$ cat config.mk
export PLATFORM = sky130hd
export DESIGN_NAME = pc_unit
export DESIGN_NICKNAME = d
export VERILOG_FILES = /design/src/rtl/cpu_pkg.sv /design/src/rtl/pc_boot_ctr.sv /design/src/rtl/pc_unit.sv
export SDC_FILE = /design/constraint.sdc
export NUM_CORES = 1
export LEC_CHECK = 0
export ABC_AREA = 1
export BUFFER_PORTS_ARGS = -buffer_cell sky130_fd_sc_hd__buf_4
export CAP_MARGIN = 10
export CORE_MARGIN = 2
export CORE_UTILIZATION = 40
export DETAILED_ROUTE_END_ITERATION = 8
export PLACE_DENSITY = 0.68
export SLEW_MARGIN = 30
export SYNTH_ARGS = -nofsm -noshare
export SYNTH_HDL_FRONTEND = slang
export SYNTH_SLANG_ARGS = --single-unit
$ cat constraint.sdc
create_clock -name clk -period 4.77 [get_ports clk]
set_input_delay 1.431 -clock clk [delete_from_list [all_inputs] [get_ports clk]]
set_output_delay 1.431 -clock clk [all_outputs]
set_load 0.005 [all_outputs]
$ cat src/rtl/cpu_pkg.sv
// Shared CPU definitions: PC state encoding, alignment width, boot-counter sizing.
package cpu_pkg;

    typedef enum logic [0:0] {
        PC_BOOT = 1'b0,
        PC_RUN  = 1'b1
    } pc_state_e;

    localparam int unsigned PC_ALIGN_BITS = 2;

    // Bits needed to count 0..delay; never narrower than one bit.
    function automatic int unsigned boot_ctr_w(input int unsigned delay);
        int unsigned w;
        w = $clog2(delay + 1);
        return (w < 1) ? 1 : w;
    endfunction

endpackage

$ cat src/rtl/pc_boot_ctr.sv
// Boot-hold sequencer: counts edges after reset release and raises pc_valid on entering RUN.
module pc_boot_ctr
    import cpu_pkg::*;
#(
    parameter int unsigned BOOT_DELAY = 1
) (
    input  logic clk,
    input  logic rst,
    output logic run,
    output logic pc_valid
);

    localparam int unsigned CW = boot_ctr_w(BOOT_DELAY);
    localparam pc_state_e RESET_STATE = (BOOT_DELAY == 0) ? PC_RUN : PC_BOOT;

    pc_state_e       state, state_next;
    logic [CW-1:0]   cnt, cnt_next;
    logic            valid_next;

    always_ff @(posedge clk or posedge rst) begin
        if (rst) begin
            state    <= RESET_STATE;
            cnt      <= '0;
            pc_valid <= 1'b0;
        end else begin
            state    <= state_next;
            cnt      <= cnt_next;
            pc_valid <= valid_next;
        end
    end

    always_comb begin
        state_next = state;
        cnt_next   = cnt;
        case (state)
            PC_BOOT: begin
                cnt_next = cnt + CW'(1);
                if (cnt_next == CW'(BOOT_DELAY))
                    state_next = PC_RUN;
            end
            PC_RUN:  state_next = PC_RUN;
            default: state_next = RESET_STATE;
        endcase
        valid_next = (state_next == PC_RUN);
    end

    assign run = (state == PC_RUN);

endmodule

$ cat src/rtl/pc_unit.sv
// Program-counter register with boot hold, stall, prioritised redirect and advance counter.
// Optional alignment enforcement enabled by defining PC_ALIGN_CHK_EN.
module pc_unit
    import cpu_pkg::*;
#(
    parameter int unsigned       WIDTH      = 32,
    parameter logic [WIDTH-1:0]  RESET_VEC  = '0,
    parameter int unsigned       BOOT_DELAY = 1,
    parameter int unsigned       CNT_W      = 32
) (
    input  logic             clk,
    input  logic             rst,
    input  logic [WIDTH-1:0] npc,
    input  logic             stall,
    input  logic             redir_valid,
    input  logic [WIDTH-1:0] redir_pc,
    output logic [WIDTH-1:0] pc_reg,
    output logic [WIDTH-1:0] pc_prev,
    output logic             pc_valid,
    output logic [CNT_W-1:0] adv_cnt,
    output logic             align_err
);

    logic             run;
    logic             load;
    logic [WIDTH-1:0] load_raw;
    logic [WIDTH-1:0] load_val;

    pc_boot_ctr #(
        .BOOT_DELAY (BOOT_DELAY)
    ) u_boot_ctr (
        .clk      (clk),
        .rst      (rst),
        .run      (run),
        .pc_valid (pc_valid)
    );

    // Redirect wins over stall; stall only suppresses the sequential load.
    assign load     = run && (redir_valid || !stall);
    assign load_raw = redir_valid ? redir_pc : npc;

`ifdef PC_ALIGN_CHK_EN
    localparam logic [WIDTH-1:0] ALIGN_MASK =
        {{(WIDTH - PC_ALIGN_BITS){1'b1}}, {PC_ALIGN_BITS{1'b0}}};

    logic misaligned;

    assign misaligned = |load_raw[PC_ALIGN_BITS-1:0];
    assign load_val   = load_raw & ALIGN_MASK;

    always_ff @(posedge clk or posedge rst) begin
        if (rst)
            align_err <= 1'b0;
        else if (load && misaligned)
            align_err <= 1'b1;
    end
`else
    assign load_val  = load_raw;
    assign align_err = 1'b0;
`endif

    always_ff @(posedge clk or posedge rst) begin
        if (rst) begin
            pc_reg  <= RESET_VEC;
            pc_prev <= RESET_VEC;
            adv_cnt <= '0;
        end else if (load) begin
            pc_reg  <= load_val;
            pc_prev <= pc_reg;
            adv_cnt <= adv_cnt + CNT_W'(1);
        end
    end

endmodule

### Word level (Yosys, flattened, before mapping)

Cells that the tools add are included.

* input bits: 68
* bits in registers: 98
* word-level logic and storage cells: 14
* output and inout port bits: 98

* multiplexer cells: 3
* reduce and logical (&&, ||, !) cells: 3
* add/subtract/negate cells: 2
* bitwise gates (word level): 1

Operator list (number)
* 32-bit by 1-bit adder with 32-bit output (second input constant): 1
* 32-bit two-way mux: 1
* 1-bit case mux with 2 select lines: 1
* 1-bit adder (second input constant): 1
* 1-bit logical AND: 1
* 1-bit logical NOT: 1
* 1-bit logical OR: 1
* 1-bit two-way mux: 1
* 1-bit NOT: 1

### Longest topological paths before layout

Gate-level depths: netlist of the first run.

* word-level depth: 3
* gate-level depth with buffers: 9
* mapped depth without buffers: 9

### Modules after synthesis

Synthesis of the first run repeated with hierarchy kept, for this count alone.

* cell total of the unflattened synthesis: 558
* area, all modules: 4479.3 um2

Modules (own cells, without submodules)
* pc_unit: cells an instance 548, area each 4395.5 um2, seq. area each 2402.3 um2, instances 1
* pc_boot_ctr: cells an instance 10, area each 83.8 um2, seq. area each 50.0 um2, instances 1

### Worst setup path after synthesis of the first run

Ideal clock, no wire load.

* kind: input port to flip-flop
* from: in redir_valid
* to: reg adv_cnt[30]
* stages: 9
* data arrival time: 2262 ps
* path slack: 2392 ps
* setup time: 117 ps
* cells stage by stage: buf_4 -> inv_2 -> a21oi_4 -> buf_6 -> nand3_1 -> nor2_1 -> nand2_1 -> nand2_1 -> nand2_1

* word-level cells in the longest chain between the ends: 2

Ends and longest elaborated chain
* start, declared: line pc_unit.sv:15 `input logic redir_valid,`
* 1-bit logical OR: line pc_unit.sv:39 `assign load = run && (redir_valid || !stall);`
* 1-bit logical AND: line pc_unit.sv:39
* end signal, assigned: line pc_unit.sv:70 `adv_cnt <= adv_cnt + CNT_W'(1);`
* end, declared: line pc_unit.sv:20 `output logic [CNT_W-1:0] adv_cnt,`

Every way passes these cells.
A chain may end at the register's enable or synchronous reset.

### Worst setup path after layout of the first run

* from: in redir_valid
* to: reg adv_cnt[15]

Same word-level chain as after synthesis.

==> results of run 1 <==
-- final cells by class --
class | count | area, sq um | share of cell area, %
Sequential cell | 98 | 2450 | 39.7
Inverter | 28 | 110 | 1.78
Multi-Input combinational cell | 428 | 1880 | 30.5
Timing Repair Buffer | 170 | 1280 | 20.7
Clock buffer | 11 | 233 | 3.77
Clock inverter | 3 | 42.5 | 0.689
Tap cell | 143 | 179 | 2.90
-- stage by stage --
stage	power [mW]	area [sq um]	hold WS (ps)	setup WS (ps)	util, %
final	2.11	6180	466	1680	54.8
after global routing	2.23	6180	504	1440	54.8
after CTS	2.14	6170	467	1670	54.8
after detailed placement	1.44	5900	458	1310	52.3
after global placement	1.42	5900	442	1350	52.3
after floorplan	1.19	4570	430	777	-
-- logic make-up (layout without fill, tap and decap cells) --
| logic type | after synthesis | count (layout) | synth area share (%) |
|---|---|---|---|
| buf+inv | 52 | 212 | 5.15 |
| xor+xnor | 15 | 15 | 2.88 |
| other cells | 1 | 1 | 0.0821 |
| compound gates | 38 | 38 | 5.28 |
| fa+ha+maj | 1 | 1 | 0.274 |
| flops | 98 | 98 | 53.7 |
| simple gates | 373 | 373 | 32.7 |
-- power by group through the flow --
stage	Sequential [mW]	Clock, mW	Combinational [mW]
after global routing	1.03	0.749	0.447
after detailed placement	1.03	0	0.406
final	1.02	0.698	0.401
after floorplan	1.02	0	0.174
after CTS	1.02	0.715	0.406
after global placement	1.03	0	0.398
-- cells in the final DEF (no fill, tap or decap), drive strengths merged --
master and n:
nor3b 1, a31oi 32, clkinv 1, dfrtp 98
clkinvlp 1, xor2 9, conb 1, nor3 1
clkbuf 11, xnor2 6, bufinv 1, nand3 17
nand4 6, o21ai 5, nand2 257, ha 1
buf 170, nor2 80, inv 28, a21oi 1
nand3b 11
-- worst max-delay path: stages --
cell and delay, ps:
buf_4 300, inv_2 60, buf_4 260, a21oi_4 250, buf_4 690, nand2_1 150, xnor2_1 150
-- per-layer routing --
layer / track usage (%) / vias up / part of all wire [%]
met5: 0 / - / 0
met4: 6.42 / 0 / 1.3
met3: 5.74 / 15 / 8.1
met2: 33.2 / 169 / 49
met1: 26.5 / 1981 / 42
li1: - / 2129 / -
-- worst min-delay path by stage --
stage	start	endpoint	slack [ps]	cells past startpoint
5_1_grt	u_boot_ctr.cnt$_DFFE_PP0N_	u_boot_ctr.pc_valid$_DFF_PP0_	500	1
3_5_place_dp	u_boot_ctr.cnt$_DFFE_PP0N_	u_boot_ctr.pc_valid$_DFF_PP0_	460	1
2_1_floorplan	u_boot_ctr.cnt$_DFFE_PP0N_	u_boot_ctr.pc_valid$_DFF_PP0_	430	1
3_3_place_gp	u_boot_ctr.cnt$_DFFE_PP0N_	u_boot_ctr.pc_valid$_DFF_PP0_	440	1
6_report	u_boot_ctr.cnt$_DFFE_PP0N_	u_boot_ctr.pc_valid$_DFF_PP0_	470	1
4_1_cts	u_boot_ctr.cnt$_DFFE_PP0N_	u_boot_ctr.pc_valid$_DFF_PP0_	470	1
==> impl_metrics.ini, run 1 <==
[run_status]
status = finished, final reports clean

[power_and_ir_drop]
clkPwrFrac_pct = 33.0
p_leak_nw = 3.17
p_sw_uw = 577
peakVddDrop_mv = 0.177
combPwrFrac_pct = 19.0
intPower_mw = 1.54
powerDensity_nw_per_um2 = 342
pwr-share-seq_pct = 48.0
swShare_pct = 27.3

[clock_tree]
cts_made_buffers = 9
cts_buffer_depth = 2
cts_resized = 0
clk_latency_ps = 340
cts_sinks = 98
cts_tree = yes
postCtsHoldBufs = 0
cts_max_level = 3
clock_tree.root_cell = clkbuf_16
cts_setup_buffers = 0
clk_pin_slew_worst_paths_ps = 60

[synthesis]
syn_inst = 578
synth_top_area_share_pct = 53.7
yosysSeqAreaShare_pct = 53.7
synth_cell_types = 24
synth_top_flop_cell = dfrtp_1
synth.avg_cell_area_sq_um = 7.91
synth_warnings = 0
syn_nets = 647
ys_top_cells_by_count = nand2_1 (257), dfrtp_1 (98), nor2_1 (78)
yosys.area.top_type = dfrtp_1
syn_area_sq_um = 4570
synth_edf_count = 0
synth_most_common_cell = nand2_1
async_flop_share_pct = 100
synth.area.top_cells = dfrtp_1 (54%), nand2_1 (21%), nor2_1 (6.4%), a31oi_1 (4.4%), inv_1 (2.2%)
ys_seq_elements = 98

[critical_path]
cp.arrival_ps = 3320
r2r-end = adv_cnt[15]$_DFFE_PP0P_
r2r_slack_ps = 2880
crit_end = adv_cnt[15]$_DFFE_PP0P_
cp_max_fo = 93
critPathKind = primary input to flop
crit_path_start_kind = primary input
required_ps = 4990
cp-end-kind = flop
r2r-start = u_boot_ctr.pc_valid$_DFF_PP0_
worstRegToRegCells = 5
startpoint = redir_valid

[timing]
drv_slew = 0
tightest_slew_ps = 830
fin_setup_tns_ps = 0
period_needed_ps = 3090
rsz0062_at_grt = false
fin_crit_sh_pct = 64.8
skew_ps = 4.62
setup_violations = 0
fmax_ghz = 0.323
hold_viol_final = 0
slew_headroom_pct = 44.7

[detailed_routing]
drc = 0
dr.pass1.iters = 5
drt_iter0_drc = 197
ant_nets = 0
drt_wl_total_um = 12400
vias = 4294
routedWlPerCell_um = 14.1
avgViaCountPerCell = 4.87

[grt]
grt_usage_pct = 20.4
grt_max_degree = 94
antenna_found_initial = 0
grt_pass1_wl_um = 20300
globalRouteOverflowTotal = 0
grt_pass1_vias = 4198

[floorplanning]
fp.dieH_um = 111
start_util_pct = 40.5
die_w_um = 111
core_area_sq_um = 11300
die-area_sq_um = 12300
io_pins = 166
num_rows = 39

[layout]
fin_nets = 804
n_antenna_cell = 0
syn_to_final_growth_pct = 35.2
nFillCells = 1033
instances_no_fill = 881
drive_gt1_share_pct = 25.5

[placed_design]
dp_hpwl_um = 9100
placed_cells = 867
portBuffers = 164
place.gp.congestion = 0.917

[worst_hold_path]
hp-class = flop to flop

[run]
drv_cap = 0
No activity file was read; power rests on OpenSTA's default activity.
==> run 2, diff against run 1 <==
ABC_AREA = 0   (was 1)
PLACE_DENSITY = 0.72   (was 0.68)
clock period = 2.8 ns   (was 4.77 ns; I/O delays follow)
==> impl_metrics.ini, run 2 <==
[run_status]
status = finished, final reports clean

[power_and_ir_drop]
p_sw_uw = 925
intPower_mw = 2.30
powerDensity_nw_per_um2 = 561
pwr-share-seq_pct = 53.1
peakVddDrop_mv = 0.283
combPwrFrac_pct = 19.7
swShare_pct = 28.7
clkPwrFrac_pct = 27.2
p_leak_nw = 2.96

[timing]
period_needed_ps = 1870
skew_ps = 10.7
fin_setup_tns_ps = 0
hold_viol_final = 0
tightest_slew_ps = 509
slew_headroom_pct = 66.1
holdWs_ps = 339
fin_crit_sh_pct = 67.0
drv_slew = 0
setup_violations = 0
rsz0062_at_grt = false
fmax_ghz = 0.533

[placed_design]
placed_cells = 690
place.gp.congestion = 0.828
portBuffers = 164
post_dp_cell_area_sq_um = 5570
dp_hpwl_um = 7300

[detailed_routing]
dr_wl_met3_um = 661
drc = 0
drt_wl_total_um = 9710
drt_iter0_drc = 109
routedWlPerCell_um = 13.7
wl_met2_um = 4770
dr.pass1.iters = 6
dr.max_layer_used = met4
ant_nets = 0
avgViaCountPerCell = 4.80
vias = 3389
route.layer.met1.wl_um = 4190

[layout]
fin_util_pct = 56.3
fin_nets = 634
instances_no_fill = 706
n_antenna_cell = 0
final_cell_mix = buf_4 (172), nand2_1 (141), dfrtp_1 (98)
layout_commonest_cell = buf_4
nFillCells = 923
fin_area_sq_um = 5760
seqCellArea_sq_um = 2450
drive_gt1_share_pct = 35.1
syn_to_final_growth_pct = 37.5
multi_input_area_sq_um = 1640

[critical_path]
cp_max_fo = 6
cp.arrival_ps = 1030
r2r-end = adv_cnt[29]$_DFFE_PP0P_
required_ps = 1960
slowest_delay_ps = 510
cp-end-kind = primary output
worstRegToRegCells = 5
crit_path_start_kind = flop
r2r_slack_ps = 1080
cp_cell_sequence = buf_4
critPathKind = flop to primary output
path_buf_inv = 1
r2r-start = adv_cnt[14]$_DFFE_PP0P_
crit_family = flip-flops
crit_path_top_delay_cell = dfrtp_1

[worst_hold_path]
hp-class = primary input to asynchronous set/reset pin

[clock_tree]
cts_sinks = 98
cts_made_buffers = 9
clock_tree.root_cell = clkbuf_8
cts_max_level = 3
clk_pin_slew_worst_paths_ps = 100
cts_buffer_depth = 2
postCtsHoldBufs = 0
cts_tree = yes
clk_latency_ps = 360
cts_resized = 0
cts_setup_buffers = 0

[synthesis]
syn_inst = 403
synth.avg_cell_area_sq_um = 10.4
synth.area.top_cells = dfrtp_1 (59%), nand2_1 (13%), mux2i_1 (7.6%), xnor2_1 (5.6%), o21ai_0 (3.8%)
syn_area_sq_um = 4190
synth_cell_types = 29
async_flop_share_pct = 100
ys_top_cells_by_count = nand2_1 (141), dfrtp_1 (98), mux2i_1 (32), o21ai_0 (32), xnor2_1 (27)
synth_most_common_cell = nand2_1
yosysSeqAreaShare_pct = 58.6
yosys.area.top_type = dfrtp_1
synth_top_area_share_pct = 58.6
synth_edf_count = 0
syn_nets = 472
synth_warnings = 0
ys_seq_elements = 98
synth_top_flop_cell = dfrtp_1

[grt]
grt_max_degree = 53
grt_pass1_wl_um = 16000
globalRouteOverflowTotal = 0
antenna_found_initial = 0
grt_usage_pct = 17.8
grt_pass1_vias = 3249

[floorplanning]
core_area_sq_um = 10200
fp.dieH_um = 106
io_pins = 166
start_util_pct = 40.9
die_w_um = 106
die-area_sq_um = 11300
num_rows = 37

[run]
drv_cap = 0
run 2: power groups by stage:
stage	registers [mW]	clock network (mW)	logic, mW
CTS	1.72	0.905	0.648
finish	1.71	0.878	0.636
floorplan	1.73	0	0.251
global route	1.74	0.970	0.699
detailed placement	1.74	0	0.646
global placement	1.73	0	0.632
run 2: cells by family after synthesis:
kind of cell,after synthesis,synth area share (%)
compound gates,35,4.48
mux,32,7.65
xor+xnor,32,6.69
simple gates,181,19.8
flops,98,58.6
buf+inv,23,2.45
other cells,1,0.0895
fa+ha+maj,1,0.299
run 2: area by class of cell:
class | instances | area share, %
Multi-Input combinational cell | 282 | 28.6
Inverter | 2 | 0.196
Clock buffer | 11 | 2.63
Sequential cell | 98 | 42.6
Timing Repair Buffer | 172 | 22.4
Clock inverter | 5 | 0.630
Tap cell | 136 | 2.96
run 2: stage by stage:
step                      total power, mW  setup slack [ps]
after detailed placement             2.39               636
after CTS                            3.27               895
after global routing                 3.41               843
after global placement               2.37               668
final                                3.23               925
after floorplan                      1.98               769
run 2: worst max-delay path by stage:
stage                                             start                       to  cells after the start  slack (ps)
after floorplan                             redir_valid  adv_cnt[31]$_DFFE_PP0P_                      6         770
after global placement                      redir_valid  adv_cnt[31]$_DFFE_PP0P_                      5         670
after detailed placement                    redir_valid  adv_cnt[29]$_DFFE_PP0P_                      5         640
after CTS                 u_boot_ctr.pc_valid$_DFF_PP0_                 pc_valid                      1         890
after global routing      u_boot_ctr.pc_valid$_DFF_PP0_                 pc_valid                      1         840
final                     u_boot_ctr.pc_valid$_DFF_PP0_                 pc_valid                      1         930
run 2: layer usage:
| layer | GRT usage, % | vias to the layer above |
|---|---|---|
| met2 | 28.8 | 120 |
| met1 | 23.9 | 1612 |
| li1 | - | 1649 |
| met4 | 4.32 | 0 |
| met5 | 0 | - |
| met3 | 4.72 | 8 |
==> run 3, diff against run 2 <==
clock period = 1.6 ns   (was 2.8 ns; I/O delays follow)
==> impl_metrics.ini, run 3 (synthesis gave the netlist of run 2 again) <==
[critical_path]
cp_cell_sequence = and4_4 > nand3_4 > nor4_4 > buf_4 > nand4_1 > xnor2_1
critPathKind = flop to flop
cp_max_fo = 7
crit_path_start_kind = flop
cp-end-kind = flop
cp.arrival_ps = 1800
required_ps = 1840
slowest_delay_ps = 360
crit_path_top_delay_cell = dfrtp_1

[detailed_routing]
vias = 3421
routedWlPerCell_um = 13.9
ant_nets = 0
dr.pass1.iters = 4
avgViaCountPerCell = 4.65
drc = 0
drt_wl_total_um = 10200
drt_iter0_drc = 97

[grt]
globalRouteOverflowTotal = 0
grt_max_degree = 54
grt_use_met1_pct = 25.6
grt_usage_pct = 18.5
grt.busiest_layer = met2
grtUsageMet2_pct = 29.3
grt_pass1_wl_um = 16500
met3_usage_pct = 3.62
grt_pass1_vias = 3378
antenna_found_initial = 0

[clock_tree]
cts_buffer_depth = 2
cts_tree = yes
cts_made_buffers = 9
postCtsHoldBufs = 0
clk_pin_slew_worst_paths_ps = 100
cts_sinks = 98
clock_tree.root_cell = clkbuf_8
cts_max_level = 3
clk_latency_ps = 360

[placed_design]
place.gp.congestion = 0.806
portBuffers = 164
dp_hpwl_um = 7710
place_ws_ps = -102

[layout]
layout_commonest_cell = buf_4
syn_to_final_growth_pct = 46.0
final_cell_mix = buf_4 (196), nand2_1 (141), dfrtp_1 (98)
drive_gt1_share_pct = 39.7
fin_util_pct = 59.8
fin_nets = 663
n_antenna_cell = 0

[floorplanning]
io_pins = 166
start_util_pct = 40.9
fp.dieH_um = 106
die_w_um = 106
die-area_sq_um = 11300
num_rows = 37
core_area_sq_um = 10200

[timing]
worst_slack_ps = 41.1
fin_crit_sh_pct = 97.4
drv_slew = 0
fmax_ghz = 0.641
rsz0062_at_grt = true
period_needed_ps = 1560
fin_setup_tns_ps = 0
hold_viol_final = 0
setup_violations = 0
skew_ps = 15.1

[power_and_ir_drop]
intPower_mw = 4.40
p_leak_nw = 3.14
clkPwrFrac_pct = 29.2
power.total_mw = 6.06
powerDensity_nw_per_um2 = 991
p_sw_mw = 1.67
peakVddDrop_mv = 0.529
swShare_pct = 27.5
combPwrFrac_pct = 22.1
pwr-share-seq_pct = 48.7

[run_status]
status = finished, final reports clean

[run]
drv_cap = 0

[worst_hold_path]
hp-class = primary input to asynchronous set/reset pin
==> run 3: cell types whose count changed in the layout (fill, tap and decap cells not counted), sizes merged <==
cell    delta
buf       +29
bufinv     +2
clkbuf     -2
==> run 3: routing by layer <==
| layer | share of wire [%] | vias to the layer above |
|---|---|---|
| li1 | - | 1701 |
| met1 | 45 | 1601 |
| met2 | 47 | 105 |
| met3 | 5.8 | 14 |
| met4 | 1.4 | 0 |
| met5 | 0 | - |
==> run 3: power groups by stage <==
stage | registers [mW] | logic [mW] | clock network (mW)
final | 2.95 | 1.34 | 1.77
after global routing | 2.99 | 1.48 | 1.94
after CTS | 2.97 | 1.28 | 1.82
after detailed placement | 3.01 | 1.27 | 0
after global placement | 3.00 | 1.24 | 0
after floorplan | 3.02 | 0.438 | 0
==> run 3: critical path, delay by kind of cell, from the launching register on <==
kind / cells / cell delay, ps
xor gates and xnor gates: 1 / 140
buffers and inverters: 1 / 190
DFF: 1 / 360
and+or+nand+nor: 4 / 750
==> run 3: repair_timing <==
action / CTS / global route
endpoints found under the setup margin: 4 / 18
gates resized for setup: 2 / 9
buffers inserted: 1 / 6
pin swaps: 1 / 7
==> run 3: per-stage QoR <==
step	instance area (sq um)	cells	hold slack (ps)
finish	6120	735	193
global placement	5790	712	439
detailed placement	5790	712	456
global route	6120	735	206
CTS	6030	729	190
floorplan	4190	403	433
==> run 3: layout make-up <==
type	instances	area, sq um
fill	875	4120
multi-input combinational	282	1700
sequential	98	2450
inverter	2	11.3
clock inverter	7	100
clock buffer	9	124
timing repair buffer	201	1560
tap	136	170
==> run 3: worst paths after layout <==
| path | startpoint | end | slack [ps] | cells after the start |
|---|---|---|---|---|
| setup reg to reg | adv_cnt[8]$_DFFE_PP0P_ | adv_cnt[29]$_DFFE_PP0P_ | 40 | 6 |
| min in group clk | npc[14] | pc_reg[14]$_DFFE_PP0P_ | 400 | 3 |
| setup / recovery | adv_cnt[8]$_DFFE_PP0P_ | adv_cnt[29]$_DFFE_PP0P_ | 40 | 6 |
| hold reg to reg | u_boot_ctr.cnt$_DFFE_PP0N_ | u_boot_ctr.pc_valid$_DFF_PP0_ | 480 | 1 |
| hold / removal | rst | adv_cnt[19]$_DFFE_PP0P_ | 190 | 3 |
| max in group asynchronous | rst | pc_prev[24]$_DFFE_PP0P_ | 1130 | 3 |
